[src/rtl/dose_alarm_scheduler.sv]
`default_nettype none
// ============================================================================
// Module      : dose_alarm_scheduler
// Description : Medication reminder scheduler. Arms a repeating countdown for
//               the selected medicine, sounds an alarm when it expires, and
//               tallies acknowledged and missed doses.
// Ports       : Clk, Rst (async, active-high), Enable (freeze when low),
//               Tick (1-cycle time base), ArmButton / AckButton (levels),
//               SelectedAddress[5:0], SelectedData[3:0], IntervalIn[7:0] ->
//               Alarm, ActiveMed[3:0], ActiveAddress[5:0], Remaining[7:0],
//               DoseCount[3:0], MissedCount[3:0], State[1:0]
// Revision    : 1.0 - initial release
// ============================================================================
module dose_alarm_scheduler #(
    parameter logic [7:0] ALARM_TIMEOUT = 8'd30
) (
    input  logic       Clk,
    input  logic       Rst,
    input  logic       Enable,
    input  logic       Tick,
    input  logic       ArmButton,
    input  logic       AckButton,
    input  logic [5:0] SelectedAddress,
    input  logic [3:0] SelectedData,
    input  logic [7:0] IntervalIn,
    output logic       Alarm,
    output logic [3:0] ActiveMed,
    output logic [5:0] ActiveAddress,
    output logic [7:0] Remaining,
    output logic [3:0] DoseCount,
    output logic [3:0] MissedCount,
    output logic [1:0] State
);

    typedef enum logic [1:0] {
        IDLE    = 2'd0,
        COUNT   = 2'd1,
        ALARM   = 2'd2,
        ILLEGAL = 2'd3
    } state_t;

    localparam logic [3:0] c_STOP_WORD = 4'b1111;
    localparam logic [3:0] c_SAT_MAX   = 4'hF;

    state_t     r_state,    w_state_nx;
    logic       r_arm_d,    r_ack_d;
    logic [7:0] r_timer,    w_timer_nx;
    logic [7:0] r_interval, w_interval_nx;
    logic [3:0] r_med,      w_med_nx;
    logic [5:0] r_addr,     w_addr_nx;
    logic [7:0] r_rem,      w_rem_nx;
    logic [3:0] r_dose,     w_dose_nx;
    logic [3:0] r_miss,     w_miss_nx;

    logic w_arm_pulse;
    logic w_ack_pulse;
    logic w_arm_valid;

    // Edge detectors compare against copies that only advance while enabled,
    // so a level that rose during a freeze is still seen once on resume.
    assign w_arm_pulse = ArmButton & ~r_arm_d;
    assign w_ack_pulse = AckButton & ~r_ack_d;
    assign w_arm_valid = w_arm_pulse && (SelectedData != c_STOP_WORD) && (IntervalIn != 8'd0);

    always_ff @(posedge Clk or posedge Rst) begin
        if (Rst) begin
            r_state    <= IDLE;
            r_arm_d    <= 1'b0;
            r_ack_d    <= 1'b0;
            r_timer    <= 8'd0;
            r_interval <= 8'd0;
            r_med      <= 4'd0;
            r_addr     <= 6'd0;
            r_rem      <= 8'd0;
            r_dose     <= 4'd0;
            r_miss     <= 4'd0;
        end else if (Enable) begin
            r_state    <= w_state_nx;
            r_arm_d    <= ArmButton;
            r_ack_d    <= AckButton;
            r_timer    <= w_timer_nx;
            r_interval <= w_interval_nx;
            r_med      <= w_med_nx;
            r_addr     <= w_addr_nx;
            r_rem      <= w_rem_nx;
            r_dose     <= w_dose_nx;
            r_miss     <= w_miss_nx;
        end
    end

    always_comb begin
        w_state_nx    = r_state;
        w_timer_nx    = r_timer;
        w_interval_nx = r_interval;
        w_med_nx      = r_med;
        w_addr_nx     = r_addr;
        w_rem_nx      = r_rem;
        w_dose_nx     = r_dose;
        w_miss_nx     = r_miss;

        case (r_state)
            IDLE: begin
                if (w_arm_valid) begin
                    w_med_nx      = SelectedData;
                    w_addr_nx     = SelectedAddress;
                    w_interval_nx = IntervalIn;
                    w_rem_nx      = IntervalIn;
                    w_state_nx    = COUNT;
                end
            end

            COUNT: begin
                // A re-arm outranks a Tick landing in the same cycle.
                if (w_arm_valid) begin
                    w_med_nx      = SelectedData;
                    w_addr_nx     = SelectedAddress;
                    w_interval_nx = IntervalIn;
                    w_rem_nx      = IntervalIn;
                end else if (Tick) begin
                    if (r_rem <= 8'd1) begin
                        w_rem_nx   = 8'd0;
                        w_timer_nx = 8'd0;
                        w_state_nx = ALARM;
                    end else begin
                        w_rem_nx = r_rem - 8'd1;
                    end
                end
            end

            ALARM: begin
                // The user's acknowledgement wins over a simultaneous timeout.
                if (w_ack_pulse) begin
                    w_dose_nx  = (r_dose == c_SAT_MAX) ? r_dose : r_dose + 4'd1;
                    w_rem_nx   = r_interval;
                    w_state_nx = COUNT;
                end else if (Tick) begin
                    if (r_timer == ALARM_TIMEOUT - 8'd1) begin
                        w_miss_nx  = (r_miss == c_SAT_MAX) ? r_miss : r_miss + 4'd1;
                        w_rem_nx   = r_interval;
                        w_state_nx = COUNT;
                    end else begin
                        w_timer_nx = r_timer + 8'd1;
                    end
                end
            end

            default: begin
                // Unreachable encoding: drop back to a clean idle.
                w_state_nx    = IDLE;
                w_timer_nx    = 8'd0;
                w_interval_nx = 8'd0;
                w_med_nx      = 4'd0;
                w_addr_nx     = 6'd0;
                w_rem_nx      = 8'd0;
                w_dose_nx     = 4'd0;
                w_miss_nx     = 4'd0;
            end
        endcase
    end

    assign Alarm         = (r_state == ALARM);
    assign State         = r_state;
    assign ActiveMed     = r_med;
    assign ActiveAddress = r_addr;
    assign Remaining     = r_rem;
    assign DoseCount     = r_dose;
    assign MissedCount   = r_miss;

endmodule
`default_nettype wire

[config.mk]
export PLATFORM = sky130hd
export DESIGN_NAME = dose_alarm_scheduler
export DESIGN_NICKNAME = d
export VERILOG_FILES = /design/src/rtl/dose_alarm_scheduler.sv
export SDC_FILE = /design/constraint.sdc
export NUM_CORES = 1
export LEC_CHECK = 0
export ABC_AREA = 1
export CAP_MARGIN = 20
export CORE_ASPECT_RATIO = 1.25
export CORE_UTILIZATION = 34
export CTS_BUF_LIST = sky130_fd_sc_hd__clkbuf_2 sky130_fd_sc_hd__clkbuf_4 sky130_fd_sc_hd__clkbuf_8
export DETAILED_ROUTE_END_ITERATION = 12
export HOLD_SLACK_MARGIN = 0.06
export PLACE_DENSITY = 0.64
export RECOVER_POWER = 25
export SLEW_MARGIN = 20
export SYNTH_ARGS = -nofsm -noshare
export SYNTH_HDL_FRONTEND = slang
export SYNTH_SLANG_ARGS = --single-unit
[constraint.sdc]
create_clock -name Clk -period 3.3 [get_ports Clk]
set_input_delay 0.66 -clock Clk [delete_from_list [all_inputs] [get_ports Clk]]
set_output_delay 0.66 -clock Clk [all_outputs]
set_load 0.02 [all_outputs]
# Word-level counts from Yosys, hierarchy flattened
# Cells that the tools add are included.
dict set report totals {
  input_bits 24
  elab_cells 90
  register_bits 46
  output_inout_bits 29
}
dict set report classes {
  n_addsub 4
  magnitude_cmp 1
  n_mux 36
  n_eq_ne 21
  reduce_logical 11
  bitwise 7
}
# cell count
set op_table {}
lappend op_table {{$mux 8} 13}
lappend op_table {{$pmux 8 s3} 2}
lappend op_table {{$mux 4} 7}
lappend op_table {{$pmux 4 s2} 3}
lappend op_table {{$ne 2x2->1 const B} 9}
lappend op_table {{$pmux 8 s2} 1}
lappend op_table {{$mux 2} 7}
lappend op_table {{$pmux 6 s2} 1}
lappend op_table {{$add 4x1->4 const B} 2}
lappend op_table {{$add 8x1->8 const B} 1}
lappend op_table {{$eq 4x4->1 const B} 2}
lappend op_table {{$eq 8x5->1 const B} 1}
lappend op_table {{$le 8x1->1 const B} 1}
lappend op_table {{$reduce_and 8->1} 1}
lappend op_table {{$reduce_bool 8->1} 1}
lappend op_table {{$sub 8x1->8 const B} 1}
lappend op_table {{$reduce_and 7->1} 1}
lappend op_table {{$mux 6} 1}
lappend op_table {{$ne 2x1->1 const B} 3}
lappend op_table {{$pmux 2 s3} 1}
lappend op_table {{$reduce_and 6->1} 1}
lappend op_table {{$not 1->1} 5}
lappend op_table {{$reduce_and 5->1} 1}
lappend op_table {{$ne 4x4->1 const B} 1}
lappend op_table {{11 further kinds} 13}

# Logic depth before layout (Yosys ltp)
# Gate-level depths: netlist of the first run.
dict set report logic_depth {
  word_depth 6
  depth_mapped 11
  ltp_nobuf 11
}

# Worst setup path before layout of the first run
# No wires, ideal clock.
dict set report synth_timing {
  kind {register to register}
  from {reg r_rem[0], in the netlist Remaining[0]}
  to {reg r_rem[7], in the netlist Remaining[7]}
  stages_incl_launch_ff 12
  required_ns 3.235
  synth_period_minus_slack_ns 1.728
  path_slack_ns 1.572
  setup_ns 0.065
  t_arrival_ns 1.663
  n_path_buf 0
  cell_sequence {dfrtp_1 > inv_1 > ha_1 > o21ai_0 > nor2_1 > nor2_1 > nand2_1 > nand2_1 > nand2_1 > nand2_1 > nand2_1 > nand2_1}
}
dict set report synth_between {
  elab_chain_len 5
  elab_cells_between_ends 6
  cone_classes {1 x add/sub; 1 x order compare; 4 x mux}
}
# item line
set synth_lines {}
lappend synth_lines {{start: declaration} 51} ;# logic [7:0] r_rem, w_rem_nx;
lappend synth_lines {{start signal: assignment} 85} ;# r_rem <= w_rem_nx;
lappend synth_lines {{$sub 8x1->8 or $le 8x1->1 (tied branches)} {125, 120}}
lappend synth_lines {{$mux 8 (*)} 120} ;# if (r_rem <= 8'd1) begin
lappend synth_lines {{$mux 8 (*)} 119} ;# end else if (Tick) begin
lappend synth_lines {{$mux 8 (*)} 114} ;# if (w_arm_valid) begin
lappend synth_lines {{$pmux 8 s3 (*)} 101} ;# case (r_state)
# Mark *: on every way between the ends. The rest lies on a longest branch, timed or not. The select of a mux whose other input is x is not followed.
# A chain may end at the register's enable or synchronous reset.

# Worst setup path after layout of the first run
dict set report layout_timing {
  from {reg r_state[1], in the netlist State[1]}
  to {out Alarm}
}
dict set report layout_between {
  elab_chain_len 1
}
# item line
set layout_lines {}
lappend layout_lines {{start: declaration} 45} ;# state_t r_state, w_state_nx;
lappend layout_lines {{start signal: assignment} 78} ;# r_state <= w_state_nx;
lappend layout_lines {{$eq 2x2->1} 161} ;# assign Alarm = (r_state == ALARM);
lappend layout_lines {{end: declaration} 26} ;# output logic Alarm,
# No other way between the ends.

==> summary.txt, run 1 <==
Critical path
  • Reg-to-Reg End: r_interval[1]
  • Worst r2r path cells: 9
  • Largest fanout on the critical path: 7
  • CP Class: flip-flop to output pin
  • CP required: 2.64 ns
  • FF-to-FF setup slack: approximately 1.4 ns
  • FF-to-FF Start: State[1]
  • Worst setup SP type: flip-flop
  • CP arrival: roughly 1.7 ns
  • CP Capture Type: output pin

Global routing
  • Vias in the first global route: between 2,000 and 2,500
  • GR Overflow Total: 0
  • Pin count of the biggest net entering global routing: 21
  • Initial antenna violation count: 0
  • Total GRT Usage: 0.172
  • First-pass GRT wire length: ~11,000 µm

Clocking
  • CTS sink cnt: 46
  • TritonCTS clock tree: done
  • Post-cts repair resize count: 0
  • Worst-path clk slew: 0.09 ns
  • Post-CTS setup buffer count: 0
  • CTS Buf Count: 5
  • Hold_buf cts: 0
  • Clock latency on the worst-skew pair: about 0.30 ns
  • Clk Tree Root Cell: clkbuf_8
  • H-tree level count: 2
  • CTS max path bufs: 2

Min path
  • Hold path cells: 2
  • Hold Path Class: flip-flop to flip-flop
  • Hold EP: ActiveMed[1]
  • Min-delay src: ActiveMed[1]

Power and ir drop
  • Sw power: around 0.0012 W
  • Comb pwr share: 0.491
  • Worst vdd ir: roughly 0.44 mV
  • Part of the power in registers: 0.323
  • Switch share: 0.426
  • Clk network pwr share: 0.186
  • Pint: roughly 0.0016 W
  • Leakage power: between 1.5 and 2 nW
  • Power Dens Cells: slightly below 800 nW/µm²

Placement
  • GP Congestion: 0.794
  • Count of input and output buffers: 52
  • Placement Setup Slack: roughly 0.76 ns
  • Placed wire-length estimate: 5000 µm

Yosys
  • YS warnings: 0
  • Synth Cell Area: between 2000 and 3000 µm²
  • Syn nets: approximately 410
  • Async set or reset register ratio after synthesis: 1.00
  • Top-count cell post-synth: nand2_1
  • Synthesized instance count: about 380
  • Register area share after synthesis: 0.419
  • Post-synth EDFFs: 0
  • Yosys cell types: 32
  • Top post-synthesis cells by area: dfrtp_1 (42%), nand2_1 (21%), nand3_1 (4.7%), nor2_1 (4.4%), inv_1 (3.8%)
  • Post-synth top area share: 0.419
  • Number of synthesized register bits: 46
  • Synthesized area per cell: roughly 7.3 µm²
  • Synth top cells by count: nand2_1 (156), dfrtp_1 (46), nor2_1 (32), inv_1 (28), nand3_1 (26)
  • Main synth FF type: dfrtp_1
  • Synth area leader: dfrtp_1

STA
  • Setup TNS: 0 ns
  • Final setup fails: 0
  • Max frequency: about 420 MHz
  • Slew margin rel.: 0.512
  • Slew Viols, Final: 0
  • Ratio of final minimum period to clock period: 0.720
  • Final hold violation count: 0
  • RSZ-0062 raised after global routing: no
  • Clock Skews: approximately 0.0076 ns
  • Fin crit period: ~2.4 ns
  • Worst setup margin: 0.923 ns
  • Slew @ Worst Pin: around 0.73 ns

Route
  • DRC: 0
  • Post-DRT Antenna Nets: 0
  • WL final: 6550 µm
  • Starting DRT DRC Count: ~110
  • Detailed-route vias per instance: 4.77
  • Via count: about 2,500
  • Drt pass-1 iters: 4
  • Wire length per cell: around 12 µm

Floorplanning
  • Die Height: roughly 100 µm
  • Ports: 53
  • Die X: 82.4 µm
  • Std cell rows: 36
  • Core area: roughly 7800 µm²
  • Die area: between 8000 and 9000 µm²
  • Initial core utilization: 0.352

Layout
  • Filler cell count: between 700 and 800
  • # diodes: 0
  • Final net count: around 460
  • Layout cell share with drive strength beyond 1: 0.0855
  • Area Growth Syn to Fin: 27.6%
  • Multi-input gate area: between 1000 and 1500 µm²
  • Reg area: around 1200 µm²

Run
  • Maximum Capacitance Violations: 0

Run status
  • Outcome: finished clean
[kinds of logic (layout without fill, tap and decap cells)]
logic type                 after synthesis  in the layout  share of synthesized area
AOI/OAI and AO/OA                       32             32                     0.0706
xor gates and xnor gates                12             12                     0.0383
adders and majority gates                6              6                     0.0273
buffers and inverters                   42            100                     0.0693
DFF                                     46             46                      0.419
and+or+nand+nor                        237            237                      0.375
[how the worst max path moves through the flow]
| stage | startpoint | endpoint | slack [ns] | depth (start not counted) |
|---|---|---|---|---|
| floorplan | Rst | ActiveAddress[0] | 1.55 | 1 |
| global placement | IntervalIn[7] | r_interval[1] | 0.82 | 10 |
| detailed placement | IntervalIn[4] | r_interval[1] | 0.76 | 10 |
| CTS | State[1] | Alarm | 0.90 | 3 |
| global route | State[1] | Alarm | 0.85 | 3 |
| finish | State[1] | Alarm | 0.92 | 3 |
[critical path, stage by stage, from the launching register on]
cell and delay [ns]:
dfrtp_1 0.50, inv_2 0.16, nor2_4 0.13, clkdlybuf4s50_1 0.62
[per-layer routing]
layer	vias to the layer above	global-route usage	share of wire
li1	1294	-	-
met1	1168	0.212	0.43
met2	52	0.302	0.52
met3	7	0.0313	0.034
met4	0	0.0472	0.013
met5	-	0	0
[state kept, by name, indices dropped and copies added (netlist names)]
register       flops
ActiveMed          4
r_timer            8
Remaining          8
ActiveAddress      6
r_ack_d            1
State              2
r_arm_d            1
DoseCount          4
r_interval         8
MissedCount        4
[power groups by stage]
stage | combinational (W) | clock, W | sequential, W
final | 0.00135 | 0.000511 | 0.000887
after global routing | 0.00154 | 0.000547 | 0.000919
after CTS | 0.00137 | 0.000520 | 0.000893
after detailed placement | 0.00136 | 0 | 0.000903
after global placement | 0.00135 | 0 | 0.000899
after floorplan | 0.000778 | 0 | 0.00101
[stage by stage]
stage	utilization	power, W	hold slack (ns)	std cells	cell area, µm²
3_5_place_dp	0.432	0.00227	0.458	520	3370
3_3_place_gp	0.432	0.00225	0.454	520	3370
4_1_cts	0.450	0.00278	0.480	528	3510
6_report	0.449	0.00275	0.478	528	3500
5_1_grt	0.449	0.00300	0.509	528	3500
2_1_floorplan	-	0.00179	0.450	375	2750
[area by class of cell]
type	count	share of cell area
Multi-Input combinational cell	287	0.401
Clock inverter	3	0.0196
Clock buffer	5	0.0196
Sequential cell	46	0.329
Tap cell	95	0.0339
Timing Repair Buffer	57	0.158
Inverter	35	0.0389
[layout by cell type (no fill, tap or decap), drive strengths merged, types with 3 or more instances in the layout]
| cell | synthesis | final |
|---|---|---|
| nand2 | 161 | 161 |
| clkdlybuf4s50 | 0 | 51 |
| dfrtp | 46 | 46 |
| nor2 | 36 | 36 |
| inv | 35 | 34 |
| nand3 | 28 | 28 |
| o21ai | 19 | 19 |
| xor2 | 8 | 8 |
| ha | 6 | 6 |
| clkbuf | 0 | 6 |
| nand4 | 4 | 4 |
| a22oi | 4 | 4 |
| xnor2 | 4 | 4 |
| buf | 7 | 4 |
| a21oi | 4 | 4 |
| or2 | 3 | 3 |
| o22ai | 3 | 3 |
| nor3 | 3 | 3 |
Note: power is estimated with default switching activity, not from simulation.
==> inputs of run 2 (changes only) <==
==> constraint.sdc (replaced) <==
create_clock -name Clk -period 2.3 [get_ports Clk]
set_input_delay 0.46 -clock Clk [delete_from_list [all_inputs] [get_ports Clk]]
set_output_delay 0.46 -clock Clk [all_outputs]
set_load 0.02 [all_outputs]
==> run 2 against run 1 <==
  * Sequential share of layout area up 0.18 points
  * Power up 37%
  * Design area down 0.54%
  * Via count down 1.1%
  * Critical path type unchanged
  * Cell count up 0.57%
  * Utilization down 0.24 points
  * Count of clock-buffer cells in the layout up 2
  * Non-clock buffer count up 3
  * Sequential power up 42%
  * Die area unchanged
  * Critical path depth down 1
==> summary.txt, run 2 (synthesized netlist as in run 1, its figures left out) <==
Layout
  • # diodes: 0 (unchanged)
  • Area Growth Syn to Fin: 26.9% (was 27.6%)
  • Filler cell count: 800 (was 785)
  • Layout cell share with drive strength beyond 1: 0.0940 (was 0.0855)
  • Leading cell type in the layout, fill and taps excluded: nand2_1 (unchanged)
  • Final net count: 465 (was 462)
  • Most frequent cells in the layout: nand2_1 (156), clkdlybuf4s50_1 (50), dfrtp_1 (46), nor2_1 (32), inv_1 (27) (was nand2_1 (156), clkdlybuf4s50_1 (51), dfrtp_1 (46), nor2_1 (32), inv_1 (27))

Run
  • Maximum Capacitance Violations: 0 (unchanged)

Clocking
  • Worst-path clk slew: 0.08 ns (was 0.09 ns)
  • H-tree level count: 2 (unchanged)
  • Clk Tree Root Cell: clkbuf_8 (unchanged)
  • Post-cts repair resize count: 0 (unchanged)
  • Clock latency on the worst-skew pair: 0.29 ns (was 0.30 ns)
  • TritonCTS clock tree: done (unchanged)
  • CTS Buf Count: 5 (unchanged)
  • Hold_buf cts: 0 (unchanged)
  • Post-CTS setup buffer count: 0 (unchanged)
  • CTS max path bufs: 2 (unchanged)
  • CTS sink cnt: 46 (unchanged)

Route
  • DRC: 0 (unchanged)
  • Via count: 2,494 (was 2,521)
  • Wire length per cell: 12.3 µm (was 12.4 µm)
  • Detailed-route vias per instance: 4.70 (was 4.77)
  • Starting DRT DRC Count: 108 (was 113)
  • WL final: 6520 µm (was 6550 µm)
  • Drt pass-1 iters: 4 (unchanged)
  • Post-DRT Antenna Nets: 0 (unchanged)

Placement
  • Count of input and output buffers: 52 (unchanged)
  • GP Congestion: 0.781 (was 0.794)
  • Placed wire-length estimate: 4950 µm (was 5000 µm)

Global routing
  • Initial antenna violation count: 0 (unchanged)
  • Vias in the first global route: 2,404 (was 2,457)
  • First-pass GRT wire length: 10,900 µm (was 11,100 µm)
  • Total GRT Usage: 0.166 (was 0.172)
  • GR Overflow Total: 0 (unchanged)
  • Pin count of the biggest net entering global routing: 47 (was 21)

Run status
  • Outcome: finished clean (unchanged)

Power and ir drop
  • Comb pwr share: 0.525 (was 0.491)
  • Switch share: 0.441 (was 0.426)
  • Leakage power: 1.71 nW (about the same)
  • Power Dens Cells: 1080 nW/µm² (was 785 nW/µm²)
  • Clk network pwr share: 0.140 (was 0.186)
  • Sw power: 0.00166 W (was 0.00117 W)
  • Total chip power: 0.00377 W (was 0.00275 W)
  • Part of the power in registers: 0.335 (was 0.323)
  • Worst vdd ir: 0.671 mV (was 0.439 mV)
  • Pint: 0.00211 W (was 0.00158 W)

STA
  • Slew Viols, Final: 0 (unchanged)
  • Setup TNS: 0 ns (unchanged)
  • Clock Skews: 0.00627 ns (was 0.00761 ns)
  • Slew @ Worst Pin: 1.16 ns (was 0.732 ns)
  • Max frequency: approximately 490 MHz
  • Final hold violation count: 0 (unchanged)
  • Final setup fails: 0 (unchanged)
  • Tightest hold margin: 0.477 ns (was 0.478 ns)
  • RSZ-0062 raised after global routing: no (unchanged)
  • Ratio of final minimum period to clock period: 0.894
  • Slew margin rel.: 0.224 (was 0.512)
  • Fin crit period: just over 2 ns

Floorplanning
  • Std cell rows: 36 (unchanged)
  • Ports: 53 (unchanged)
  • Die X: 82.4 µm (unchanged)
  • Die area: 8440 µm² (unchanged)
  • Core area: 7790 µm² (unchanged)
  • Initial core utilization: 0.352 (unchanged)
  • Die Height: 102 µm (unchanged)

Min path
  • Hold Path Class: flip-flop to flip-flop (unchanged)
  • Min-delay src: ActiveAddress[4] (was ActiveMed[1])

Critical path
  • Critical path startpoint: State[0] (was State[1])
  • Crit-path slowest cell: clkdlybuf4s50_1 (unchanged)
  • CP arrival: 1.60 ns (was 1.72 ns)
  • Worst setup SP type: flip-flop (unchanged)
  • Buf/Inv on CP: 1 (was 2)
  • FF-to-FF Start: Remaining[0] (was State[1])
  • CP required: 1.84 ns (was 2.64 ns)
  • CP Capture Type: output pin (unchanged)
  • Top Family by Delay on Critical Path: buffers and inverters (unchanged)
  • CP max stage delay: 0.62 ns (about the same)
  • CP Class: flip-flop to output pin (unchanged)
  • Largest fanout on the critical path: 7 (unchanged)
  • Cell Chain, Critical Path: nor2_4, clkdlybuf4s50_1 (was inv_2, nor2_4, clkdlybuf4s50_1)
-- run 2: worst min-delay path, delay by kind of cell (launching register included) --
family | cells | cell delay (ns)
flip-flops | 1 | 0.35
AND/OR/NAND/NOR | 2 | 0.10
-- run 2: layer usage --
layer	GRT usage	wire, µm	vias to the layer above
met4	0.0526	59	0
li1	-	-	1300
met5	0	0	-
met2	0.298	3430	36
met1	0.205	2900	1151
met3	0.0205	136	7
-- run 2: final cells by class --
type	count	area [µm²]	area share
sequential	46	1150	0.330
inverter	35	136	0.0392
clock inverter	1	5.00	0.00144
timing repair buffer	60	578	0.166
tap	95	119	0.0341
multi-input combinational	287	1400	0.403
clock buffer	7	90.1	0.0259
-- run 2: path summary, 6_finish.rpt --
check / end / slack, ns / cells past startpoint
hold / removal: ActiveAddress[4] / 0.48 / 2
max in group asynchronous: State[0] / 0.62 / 3
setup reg to reg: Remaining[2] / 0.46 / 12
hold reg to reg: ActiveAddress[4] / 0.48 / 2
setup / recovery: Alarm / 0.24 / 2
min in group asynchronous: ActiveAddress[4] / 0.98 / 3
-- run 2: per-stage QoR --
step / util / instance area (µm²) / cells / setup slack [ns]
floorplan: - / 2750 / 375 / 0.572
global placement: 0.435 / 3390 / 523 / 0.225
detailed placement: 0.435 / 3390 / 523 / 0.199
CTS: 0.447 / 3490 / 531 / 0.229
global route: 0.447 / 3480 / 531 / 0.194
finish: 0.447 / 3480 / 531 / 0.243
-- run 2: power groups by stage --
stage	combinational [W]	clock (W)	sequential [W]
5_1_grt	0.00222	0.000576	0.00129
4_1_cts	0.00201	0.000544	0.00126
6_report	0.00198	0.000527	0.00126
3_3_place_gp	0.00199	0	0.00127
3_5_place_dp	0.00200	0	0.00127
2_1_floorplan	0.00112	0	0.00145
==> inputs of run 3 (changes only) <==
--- a/config.mk
+++ b/config.mk
@@ -9,12 +9,13 @@
 export CAP_MARGIN = 20
 export CORE_ASPECT_RATIO = 1.25
 export CORE_UTILIZATION = 34
-export CTS_BUF_LIST = sky130_fd_sc_hd__clkbuf_2 sky130_fd_sc_hd__clkbuf_4 sky130_fd_sc_hd__clkbuf_8
+export CTS_BUF_LIST = sky130_fd_sc_hd__clkbuf_4
 export DETAILED_ROUTE_END_ITERATION = 12
-export HOLD_SLACK_MARGIN = 0.06
+export HOLD_SLACK_MARGIN = 0.1
 export PLACE_DENSITY = 0.64
 export RECOVER_POWER = 25
 export SLEW_MARGIN = 20
 export SYNTH_ARGS = -nofsm -noshare
 export SYNTH_HDL_FRONTEND = slang
 export SYNTH_SLANG_ARGS = --single-unit
+export TNS_END_PERCENT = 20
==> run 3 against run 2 <==
  * Flip-flop and latch count unchanged
  * Critical path depth unchanged
  * Sequential power about the same
  * Design area down 1.2%
  * Via count up 0.76%
  * Clock skew up 0.016 ns
  * Largest power group unchanged
  * Fmax down 3.0%
  * Critical endpoint unchanged
  * Wire length up 0.20%
  * Non-clock buffer count unchanged
==> summary.txt, run 3 (synthesized netlist as in run 1, its figures left out) <==
Run status
  • Outcome: finished clean (unchanged)

Layout
  • Layout cell share with drive strength beyond 1: 0.0917 (was 0.0940)
  • Cell Count, Final, Fillers Out: 531 (unchanged)
  • Final net count: 465 (unchanged)
  • Most frequent cells in the layout: nand2_1 (156), clkdlybuf4s50_1 (51), dfrtp_1 (46), nor2_1 (32), inv_1 (27) (was nand2_1 (156), clkdlybuf4s50_1 (50), dfrtp_1 (46), nor2_1 (32), inv_1 (27))
  • Area Growth Syn to Fin: 25.4% (was 26.9%)
  • Leading cell type in the layout, fill and taps excluded: nand2_1 (unchanged)
  • Filler cell count: 801 (was 800)
  • # diodes: 0 (unchanged)

Clocking
  • CTS Buf Count: 5 (unchanged)
  • Clock latency on the worst-skew pair: 0.37 ns (was 0.29 ns)
  • H-tree level count: 2 (unchanged)
  • Post-CTS setup buffer count: 0 (unchanged)
  • CTS sink cnt: 46 (unchanged)
  • Post-cts repair resize count: 0 (unchanged)
  • CTS max path bufs: 2 (unchanged)
  • TritonCTS clock tree: done (unchanged)
  • Hold_buf cts: 0 (unchanged)
  • Clk Tree Root Cell: clkbuf_4 (was clkbuf_8)
  • Worst-path clk slew: 0.14 ns (was 0.08 ns)

Critical path
  • CP arrival: 1.66 ns (was 1.60 ns)
  • Largest fanout on the critical path: 7 (unchanged)
  • CP Class: flip-flop to output pin (unchanged)
  • Cell Chain, Critical Path: nor2_4, clkdlybuf4s50_1 (unchanged)
  • CP required: 1.84 ns (about the same)
  • Worst setup SP type: flip-flop (unchanged)
  • CP max stage delay: 0.62 ns (about the same)
  • Crit-path slowest cell: clkdlybuf4s50_1 (unchanged)
  • CP Capture Type: output pin (unchanged)

Power and ir drop
  • Leakage power: 1.69 nW (was 1.71 nW)
  • Power Dens Cells: 1060 nW/µm² (was 1080 nW/µm²)
  • Worst vdd ir: 0.610 mV (was 0.671 mV)
  • Total chip power: 0.00364 W (was 0.00377 W)

Global routing
  • First-pass GRT wire length: 10,900 µm (about the same)
  • GR Overflow Total: 0 (unchanged)
  • Vias in the first global route: 2,401 (was 2,404)
  • Initial antenna violation count: 0 (unchanged)
  • Total GRT Usage: 0.168 (was 0.166)
  • Pin count of the biggest net entering global routing: 47 (unchanged)

STA
  • Slew @ Worst Pin: 1.18 ns (was 1.16 ns)
  • Slew margin rel.: 0.213 (was 0.224)
  • Ratio of final minimum period to clock period: 0.922 (was 0.894)
  • Fin crit period: 2.12 ns (was 2.06 ns)
  • Final setup fails: 0 (unchanged)
  • RSZ-0062 raised after global routing: no (unchanged)
  • Slew Viols, Final: 0 (unchanged)
  • Setup TNS: 0 ns (unchanged)
  • Final hold violation count: 0 (unchanged)
  • Clock Skews: 0.0219 ns (was 0.00627 ns)
  • Max frequency: 471 MHz (was 486 MHz)

Placement
  • Count of input and output buffers: 52 (unchanged)
  • Cells after DPL: 523 (unchanged)
  • GP Congestion: 0.781 (unchanged)
  • Placed wire-length estimate: 4950 µm (unchanged)

Route
  • Via count: 2,513 (was 2,494)
  • Starting DRT DRC Count: 119 (was 108)
  • WL final: 6540 µm (was 6520 µm)
  • DRC: 0 (unchanged)
  • Detailed-route vias per instance: 4.73 (was 4.70)
  • Drt pass-1 iters: 5 (was 4)
  • Wire length per cell: 12.3 µm (about the same)
  • Post-DRT Antenna Nets: 0 (unchanged)

Run
  • Maximum Capacitance Violations: 0 (unchanged)

Floorplanning
  • Std cell rows: 36 (unchanged)
  • Core area: 7790 µm² (unchanged)
  • Die area: 8440 µm² (unchanged)
  • Die Height: 102 µm (unchanged)
  • Die X: 82.4 µm (unchanged)
  • Initial core utilization: 0.352 (unchanged)
  • Ports: 53 (unchanged)

Min path
  • Hold Path Class: flip-flop to flip-flop (unchanged)
-- run 3: final timing paths --
path,startpoint,endpoint,slack [ns],depth (start not counted)
max,State[0],Alarm,0.18,2
min reg2reg,ActiveAddress[4],ActiveAddress[4],0.49,2
max reg2reg,Remaining[0],Remaining[3],0.45,12
min in group asynchronous,Rst,ActiveAddress[4],0.89,3
max in group asynchronous,Rst,MissedCount[1],0.67,3
min,ActiveAddress[4],ActiveAddress[4],0.49,2
-- run 3: worst max-delay path, delay by kind of cell (launching register included) --
kind,cells,cell delay (ns)
buf+inv,1,0.62
simple gates,1,0.17
flops,1,0.51
-- run 3: area by class of cell --
class,instances,area (µm²),share of cell area
repair buffers,60,578,0.168
clock buffers,6,45.0,0.0131
multi-input cells,287,1400,0.408
well taps,95,119,0.0345
flip-flops and latches,46,1150,0.334
clock inverters,2,8.76,0.00254
inverters,35,136,0.0396
-- run 3: stage by stage --
step                      hold slack [ns]  cell area (µm²)  setup slack (ns)   util
after floorplan                     0.450             2750             0.572      -
after global placement              0.455             3390             0.225  0.435
after detailed placement            0.460             3390             0.199  0.435
after CTS                           0.492             3440             0.136  0.442
after global routing                0.515             3440            0.0968  0.442
final                               0.489             3440             0.179  0.442
-- run 3: per-layer routing --
metal,track usage,up-vias,wire (µm)
li1,-,1302,-
met1,0.205,1155,2840
met3,0.0286,8,211
met4,0.0580,0,77
met5,0,-,0
met2,0.295,48,3410
-- run 3: report_power, final --
part           internal [W]  switching [W]
Clock              0.000127       0.000268
Sequential          0.00105       0.000211
Combinational      0.000802        0.00118
